--- config.mk ---
export PLATFORM = sky130hd
export DESIGN_NAME = ffapuf_eval_ctrl
export DESIGN_NICKNAME = d
export VERILOG_FILES = /design/src/rtl/ffapuf_eval_ctrl.sv
export SDC_FILE = /design/constraint.sdc
export NUM_CORES = 1
export LEC_CHECK = 0
export CAP_MARGIN = 20
export CORE_MARGIN = 10
export CORE_UTILIZATION = 35
export DETAILED_ROUTE_END_ITERATION = 10
export SYNTH_ARGS = -nofsm -noshare
export SYNTH_HDL_FRONTEND = slang
export SYNTH_SLANG_ARGS = --single-unit
--- constraint.sdc ---
create_clock -name clk -period 2.2 [get_ports clk]
set_input_delay 0.44 -clock clk [delete_from_list [all_inputs] [get_ports clk]]
set_output_delay 0.44 -clock clk [all_outputs]
set_load 0.05 [all_outputs]
--- src/rtl/ffapuf_eval_ctrl.sv ---
// Evaluation controller for one feed-forward arbiter PUF slice: repeated evaluation, majority vote, word assembly.
// Latency: a word is presented RESP_BITS*(NUM_EVAL*(SETTLE_CYC+3)+1) cycles after start is accepted.
// Backpressure: the finished word is held in DONE with resp_valid high until resp_ready; start is ignored meanwhile.
module ffapuf_eval_ctrl #(
   parameter int CHAL_W     = 3,
   parameter int RESP_BITS  = 8,
   parameter int NUM_EVAL   = 5,
   parameter int SETTLE_CYC = 4
) (
   input  logic                 clk,
   input  logic                 clr,
   input  logic                 start,
   input  logic [CHAL_W-1:0]    chal_seed,
   output logic [CHAL_W-1:0]    puf_chal,
   output logic                 puf_clr,
   output logic                 puf_exc,
   input  logic                 puf_r,
   output logic [RESP_BITS-1:0] resp,
   output logic [RESP_BITS-1:0] unstable,
   output logic                 resp_valid,
   input  logic                 resp_ready,
   output logic                 busy
);

   // Counter widths: ones/eval_cnt must hold NUM_EVAL, bit_idx indexes the word.
   localparam int CNT_W = $clog2(NUM_EVAL + 1);
   localparam int BIT_W = (RESP_BITS > 1) ? $clog2(RESP_BITS) : 1;
   localparam int SET_W = (SETTLE_CYC > 1) ? $clog2(SETTLE_CYC) : 1;

   localparam logic [CNT_W-1:0] EVAL_LAST  = CNT_W'(NUM_EVAL - 1);
   localparam logic [CNT_W-1:0] EVAL_ALL   = CNT_W'(NUM_EVAL);
   localparam logic [CNT_W-1:0] EVAL_HALF  = CNT_W'(NUM_EVAL / 2);
   localparam logic [BIT_W-1:0] BIT_LAST   = BIT_W'(RESP_BITS - 1);
   localparam logic [SET_W-1:0] SETTLE_END = SET_W'(SETTLE_CYC - 1);

   localparam logic [2:0] ST_IDLE   = 3'd0;
   localparam logic [2:0] ST_CLEAR  = 3'd1;
   localparam logic [2:0] ST_ARM    = 3'd2;
   localparam logic [2:0] ST_EXCITE = 3'd3;
   localparam logic [2:0] ST_SAMPLE = 3'd4;
   localparam logic [2:0] ST_VOTE   = 3'd5;
   localparam logic [2:0] ST_DONE   = 3'd6;

   logic [2:0]           state_q,    state_d;
   logic [CNT_W-1:0]     eval_cnt_q, eval_cnt_d;
   logic [CNT_W-1:0]     ones_q,     ones_d;
   logic [BIT_W-1:0]     bit_idx_q,  bit_idx_d;
   logic [SET_W-1:0]     settle_q,   settle_d;
   logic [CHAL_W-1:0]    chal_q,     chal_d;
   logic [RESP_BITS-1:0] resp_q,     resp_d;
   logic [RESP_BITS-1:0] unst_q,     unst_d;
   logic                 valid_q,    valid_d;
   logic                 pclr_q,     pclr_d;
   logic                 pexc_q,     pexc_d;
   logic                 busy_q,     busy_d;
   logic                 r_meta_q;
   logic                 r_sync_q;

   // Two-flop synchroniser: the slice response settles asynchronously to clk.
   always_ff @(posedge clk or negedge clr) begin
      if (!clr) begin
         r_meta_q <= 1'b0;
         r_sync_q <= 1'b0;
      end else begin
         r_meta_q <= puf_r;
         r_sync_q <= r_meta_q;
      end
   end

   // Sequencer: clear -> arm -> excite -> sample per evaluation, vote per bit, hold word in DONE.
   always_comb begin
      state_d    = state_q;
      eval_cnt_d = eval_cnt_q;
      ones_d     = ones_q;
      bit_idx_d  = bit_idx_q;
      settle_d   = settle_q;
      chal_d     = chal_q;
      resp_d     = resp_q;
      unst_d     = unst_q;
      case (state_q)
         ST_IDLE: begin
            if (start) begin
               chal_d     = chal_seed;
               bit_idx_d  = '0;
               eval_cnt_d = '0;
               ones_d     = '0;
               resp_d     = '0;
               unst_d     = '0;
               state_d    = ST_CLEAR;
            end
         end
         ST_CLEAR: begin
            state_d = ST_ARM;
         end
         ST_ARM: begin
            settle_d = '0;
            state_d  = ST_EXCITE;
         end
         ST_EXCITE: begin
            if (settle_q == SETTLE_END) begin
               state_d = ST_SAMPLE;
            end else begin
               settle_d = settle_q + 1'b1;
            end
         end
         ST_SAMPLE: begin
            ones_d = ones_q + CNT_W'(r_sync_q);
            if (eval_cnt_q == EVAL_LAST) begin
               state_d = ST_VOTE;
            end else begin
               eval_cnt_d = eval_cnt_q + 1'b1;
               state_d    = ST_CLEAR;
            end
         end
         ST_VOTE: begin
            // Strict majority of an odd count; any split marks the bit unstable.
            resp_d[bit_idx_q] = (ones_q > EVAL_HALF);
            unst_d[bit_idx_q] = (ones_q != '0) && (ones_q != EVAL_ALL);
            chal_d            = chal_q + 1'b1;
            ones_d            = '0;
            eval_cnt_d        = '0;
            if (bit_idx_q == BIT_LAST) begin
               state_d = ST_DONE;
            end else begin
               bit_idx_d = bit_idx_q + 1'b1;
               state_d   = ST_CLEAR;
            end
         end
         ST_DONE: begin
            if (resp_ready) begin
               state_d = ST_IDLE;
            end
         end
         default: begin
            state_d = ST_IDLE;
         end
      endcase
   end

   // Output next-state: outputs are decoded from the next state so they are registered yet aligned to it.
   always_comb begin
      valid_d = (state_d == ST_DONE);
      pexc_d  = (state_d == ST_EXCITE);
      pclr_d  = (state_d == ST_IDLE) || (state_d == ST_CLEAR) || (state_d == ST_DONE);
      busy_d  = (state_d != ST_IDLE);
   end

   // State and output registers; reset aborts any word in flight.
   always_ff @(posedge clk or negedge clr) begin
      if (!clr) begin
         state_q    <= ST_IDLE;
         eval_cnt_q <= '0;
         ones_q     <= '0;
         bit_idx_q  <= '0;
         settle_q   <= '0;
         chal_q     <= '0;
         resp_q     <= '0;
         unst_q     <= '0;
         valid_q    <= 1'b0;
         pclr_q     <= 1'b1;
         pexc_q     <= 1'b0;
         busy_q     <= 1'b0;
      end else begin
         state_q    <= state_d;
         eval_cnt_q <= eval_cnt_d;
         ones_q     <= ones_d;
         bit_idx_q  <= bit_idx_d;
         settle_q   <= settle_d;
         chal_q     <= chal_d;
         resp_q     <= resp_d;
         unst_q     <= unst_d;
         valid_q    <= valid_d;
         pclr_q     <= pclr_d;
         pexc_q     <= pexc_d;
         busy_q     <= busy_d;
      end
   end

   assign puf_chal   = chal_q;
   assign puf_clr    = pclr_q;
   assign puf_exc    = pexc_q;
   assign resp       = resp_q;
   assign unstable   = unst_q;
   assign resp_valid = valid_q;
   assign busy       = busy_q;

endmodule

Word-level counts from Yosys, hierarchy flattened
Index checks and enable logic that the tools add are counted.

Bits of input ports: 8. Bits in registers: 39. Word-level logic and storage cells: 78.

Add/sub/neg operators: 5. Order comparisons: 3. Muxes and demuxes: 23. Reductions and logical operators: 16. Eq/ne operators: 17.

Operator list (number): case mux 8 bit (2 select lines) (2); two-way mux 3 bit (9); case mux 3 bit (7 select lines) (1); equality test 3 bit (second input constant) (6); case mux 3 bit (3 select lines) (2); bitwise mux 8 bit (2); case mux 3 bit (2 select lines) (2); adder 3 x 1 -> 3 bit (second input constant) (3); equality test 3 x 2 -> 1 bit (second input constant) (3); nonzero test 3 bit (3); two-way mux 8 bit (1); inequality test 2 bit (second input constant) (4); equality test 3 x 1 -> 1 bit (second input constant) (2); zero test 3 bit (2); AND reduction 2 bit (3); AND reduction 3 bit (2); less-than comparator 3 x 4 -> 1 bit (second input constant) (1); case mux 2 bit (2 select lines) (1); nonzero test 2 bit (2); adder 3 x 1 -> 3 bit (1); demux 1 bit (select 3 bit) (1); greater-or-equal comparator 3 x 1 -> 1 bit (second input constant) (1); > comparator 3 x 2 -> 1 bit (second input constant) (1); inequality test 3 bit (second input constant) (1); other kinds (6) (8).

Longest topological paths before layout
Depth after elaboration: 6. Gate-level depth with buffers: 6. Mapped depth without buffers: 6.

Least setup slack after synthesis
Ideal clock, no wire load.

Kind: reg-to-reg. Start: register bit_idx_q[0]. End: register busy_q (netlist: busy). Setup slack: 0.686 ns. Data required time: 2.069 ns. Arrival time: 1.383 ns. Path buffers: 0. Cell stages (with the launch flop): 6. Cells stage by stage: dfrtp_1 -> ha_1 -> ha_1 -> o21ai_0 -> o21ai_0 -> or3_1.

Longest elaborated chain between the ends: 4.

RTL lines: start, declared (RTL line 47) `logic [BIT_W-1:0] bit_idx_q, bit_idx_d;`; start signal, assigned (RTL line 167) `bit_idx_q <= bit_idx_d;`; equality test 3 bit (RTL line 122) `if (bit_idx_q == BIT_LAST) begin`; two-way mux 3 bit (RTL line 122); case mux 3 bit (7 select lines) (RTL line 80) `case (state_q)`; named net state_d[1] (RTL line 44) `logic [2:0] state_q, state_d;`; nonzero test 3 bit (RTL line 145) `busy_d = (state_d != ST_IDLE);`; named net busy_d (RTL line 55) `logic busy_q, busy_d;`; end signal, assigned (RTL line 175) `busy_q <= busy_d;`; end, declared (RTL line 55).

The timed path passes the listed nets, and every way through them passes these cells. A chain may end at the register's enable or synchronous reset.

Worst setup path after layout
Start: register pclr_q (netlist: puf_clr). End: output port puf_clr.

RTL lines: start, declared (RTL line 53) `logic pclr_q, pclr_d;`; start signal, assigned (RTL line 173) `pclr_q <= pclr_d;`; end, declared (RTL line 15) `output logic puf_clr,`.

No word-level cell between the ends.

==> metrics.txt <==
headroom to the max-slew limit 0.572; GRT Overall Usage 0.0906; sequential area share after synthesis 0.528; largest cells by area after synthesis dfrtp_1, mux2i_1, ha_1, nand2_1, o21ai_0; crit end category output port; chain of cells forming the critical path clkdlybuf4s50_1; CTS tree done; Buffers on Ports 30; clock latency on the worst-skew pair 0.29 ns; worst-case clock buffer depth 2; wire per inst 13.6 um; crit-path max FO 1; top sig layer met4; shortest period the worst path allows 2.03 ns; synthesized flop and latch total 39; Finished Core Util 0.450; drt initial violations 47; row count 26; WL met1 1780 um; DRC violations left 0; Syn Nets 188; diodes inserted 0; Post-CTS Setup Inserts 0; post-route ant nets 0; Buf+Inv Stages, Crit Path 1; Layout Cells excl Fill 276; CP required 1.76 ns; largest net degree at the start of global routing 40; number of gates resized after cts 0; final wirelength 3750 um; R2R depth 4; vias in the first global route 1,363; CTS root buf clkbuf_8; DP Area 2210 sq um; final net count 221; Max-cap violations 0; Slew Viols, Final 0; Slowest Stage Delay on Critical Path 0.79 ns; Peak VDD IR 0.000424 V; Synth Area in XOR/XNOR 0.0142; Post-Synth Simple-Gate Area 0.164; Final Hold Viols 0; synthesis-to-finish area growth 24.0%; Fin Clk Skew 0.00842 ns; critical path class reg2out; HP Class in2async; PwrDens 1140 nW/um^2; final setup violation count 0; Via density 4.70; Cells after Synth 172; clock-pin slew of the registers on the worst-case setup and hold paths 0.08 ns; FMAX 0.492 GHz; adder-cell area share of the yosys netlist 0.0541; largest family of logic cells by synthesized area simple AND/OR/NAND/NOR gates; Crit Reg-Reg Endpoint bit_idx_q[0]; worst-margin pin slew 0.643 ns; Die ar. 8600 sq um; Initial Utilization 0.363; Leak 0.993 nW; instance count on the critical path 1; slowest cell on the critical path clkdlybuf4s50_1; post-synth top area cell dfrtp_1; unrepaired setup endpoints after global routing false; post-synthesis mux area share 0.108; CP delay by family, top buffers and inverters; met2 wire len 1670 um; Reg-to-Reg Start state_q[1]; layout cells sized above 1 0.102; CORE AREA 5110 sq um; initial antenna violation count 0; drt first pass iters 4; Critical Path Start Type flip-flop; Die W 92.7 um; R2R Setup Slk 0.45 ns; hold buffers post-CTS 0; finished layout cell area 2300 sq um; GRT Residual Overflow 0; CP Launch Point puf_clr; WHS 0.196 ns; via count 1,298; detailed placement HPWL 2600 um; post-placement cell count 268; library cells used by synthesis 37; Sum Neg Setup Slack 0 ns; status complete, no violations; # IOs 31; complex-gate fraction of the synthesized area 0.0966; syn avg cell area 10.8 sq um; clock buffer count from CTS 5; chip height 92.7 um; # H-tree levels 2; Synthesis Warnings 0; top cell type's share of synthesized area 0.514; GPL Wtd Cong 0.738; CTS Sinks 39; Worst Setup EP puf_clr; first-pass GRT wire length 6390 um; Mapped Area 1850 sq um; routed wl met3 251 um; Worst Path Arrival 1.59 ns; period utilization 0.924
-- worst register-to-register path, stage by stage (launching register included) --
cell	delay, ns
dfrtp_1	0.57
and2b_2	0.32
nand2_2	0.15
mux2_4	0.33
mux2_4	0.26
-- kinds of logic (layout without fill, tap and decap cells) --
kind of cell,Yosys count,after routing
and+or+nand+nor,62,62
DFF,39,39
AOI/OAI and AO/OA,28,28
muxes,19,19
buffers and inverters,13,47
adders and majority gates,8,8
xor gates and xnor gates,3,3
-- routing by layer --
metal  vias up  global-route usage
met5         -                   0
met4         0              0.0347
met3         4              0.0379
met2        27               0.142
met1       610               0.108
li1        657                   -
-- area by class of cell --
cell class                      instances  area, sq um
Clock buffer                            6         72.6
Clock inverter                          2         12.5
Fill cell                             519         2810
Inverter                                7         26.3
Multi-Input combinational cell        120          810
Sequential cell                        39          977
Tap cell                               70         87.6
Timing Repair Buffer                   32          310
-- per-stage QoR --
step | worst slack [ns] | power (mW)
2_1_floorplan | 0.686 | 1.87
3_3_place_gp | 0.380 | 2.16
3_5_place_dp | 0.366 | 2.18
4_1_cts | 0.149 | 2.66
5_1_grt | 0.131 | 2.81
6_report | 0.168 | 2.62
-- power breakdown --
group          internal [mW]  switching, mW
clock network          0.222          0.251
logic                  0.392          0.653
registers              0.898          0.206
total                   1.51           1.11
-- how the worst min path moves through the flow --
stage              from           end  slack, ns  cells past startpoint
2_1_floorplan       clr  bit_idx_q[0]       0.14                      0
3_3_place_gp   r_meta_q      r_sync_q       0.33                      0
3_5_place_dp   r_meta_q      r_sync_q       0.35                      0
4_1_cts             clr    state_q[2]       0.21                      2
5_1_grt             clr   unstable[7]       0.24                      2
6_report            clr      r_meta_q       0.20                      2
-- sequential cells by signal, indices dropped and copies added (netlist names), 2 cells and up --
register and count:
resp 8, unstable 8, bit_idx_q 3, eval_cnt_q 3, ones_q 3, puf_chal 3
state_q 3, settle_q 2
-- synthesized netlist by cell type --
library cell,number
nor3b_2,1
o21a_1,1
o31ai_1,1
nand3b_1,1
inv_2,2
nand2_2,1
and2b_2,1
buf_2,4
inv_1,5
mux2i_1,17
xnor2_1,1
nand3_2,1
xor2_1,2
nand3_1,8
dfstp_2,1
nor3_1,3
or3_1,1
o21ai_0,12
nand2_1,26
nand2b_1,4
nor2b_4,1
nor3b_1,1
a31o_2,1
mux2_4,2
a21oi_1,2
a31oi_1,2
a22o_1,4
o221ai_1,2
nor2b_1,1
o22ai_1,2
nor2_1,11
dfrtp_1,38
buf_6,1
ha_1,8
and3_1,1
buf_4,1
o21bai_1,1
-- layout by cell type, fill, tap and decap left out, types with 2 or more instances in the layout --
cell	Yosys	final
a31oi_1	2	2
nand2_1	26	26
inv_1	5	5
o221ai_1	2	2
nand3_1	8	8
nor2_1	11	11
clkdlybuf4s50_1	0	29
dfrtp_1	38	38
mux2_4	2	2
nand2b_1	4	4
buf_4	1	2
a22o_1	4	4
a21oi_1	2	2
ha_1	8	8
xor2_1	2	2
inv_2	2	2
clkbuf_8	0	5
mux2i_1	17	17
o22ai_1	2	2
o21ai_0	12	12
nor3_1	3	3
Note: power is estimated with default switching activity, not from simulation.
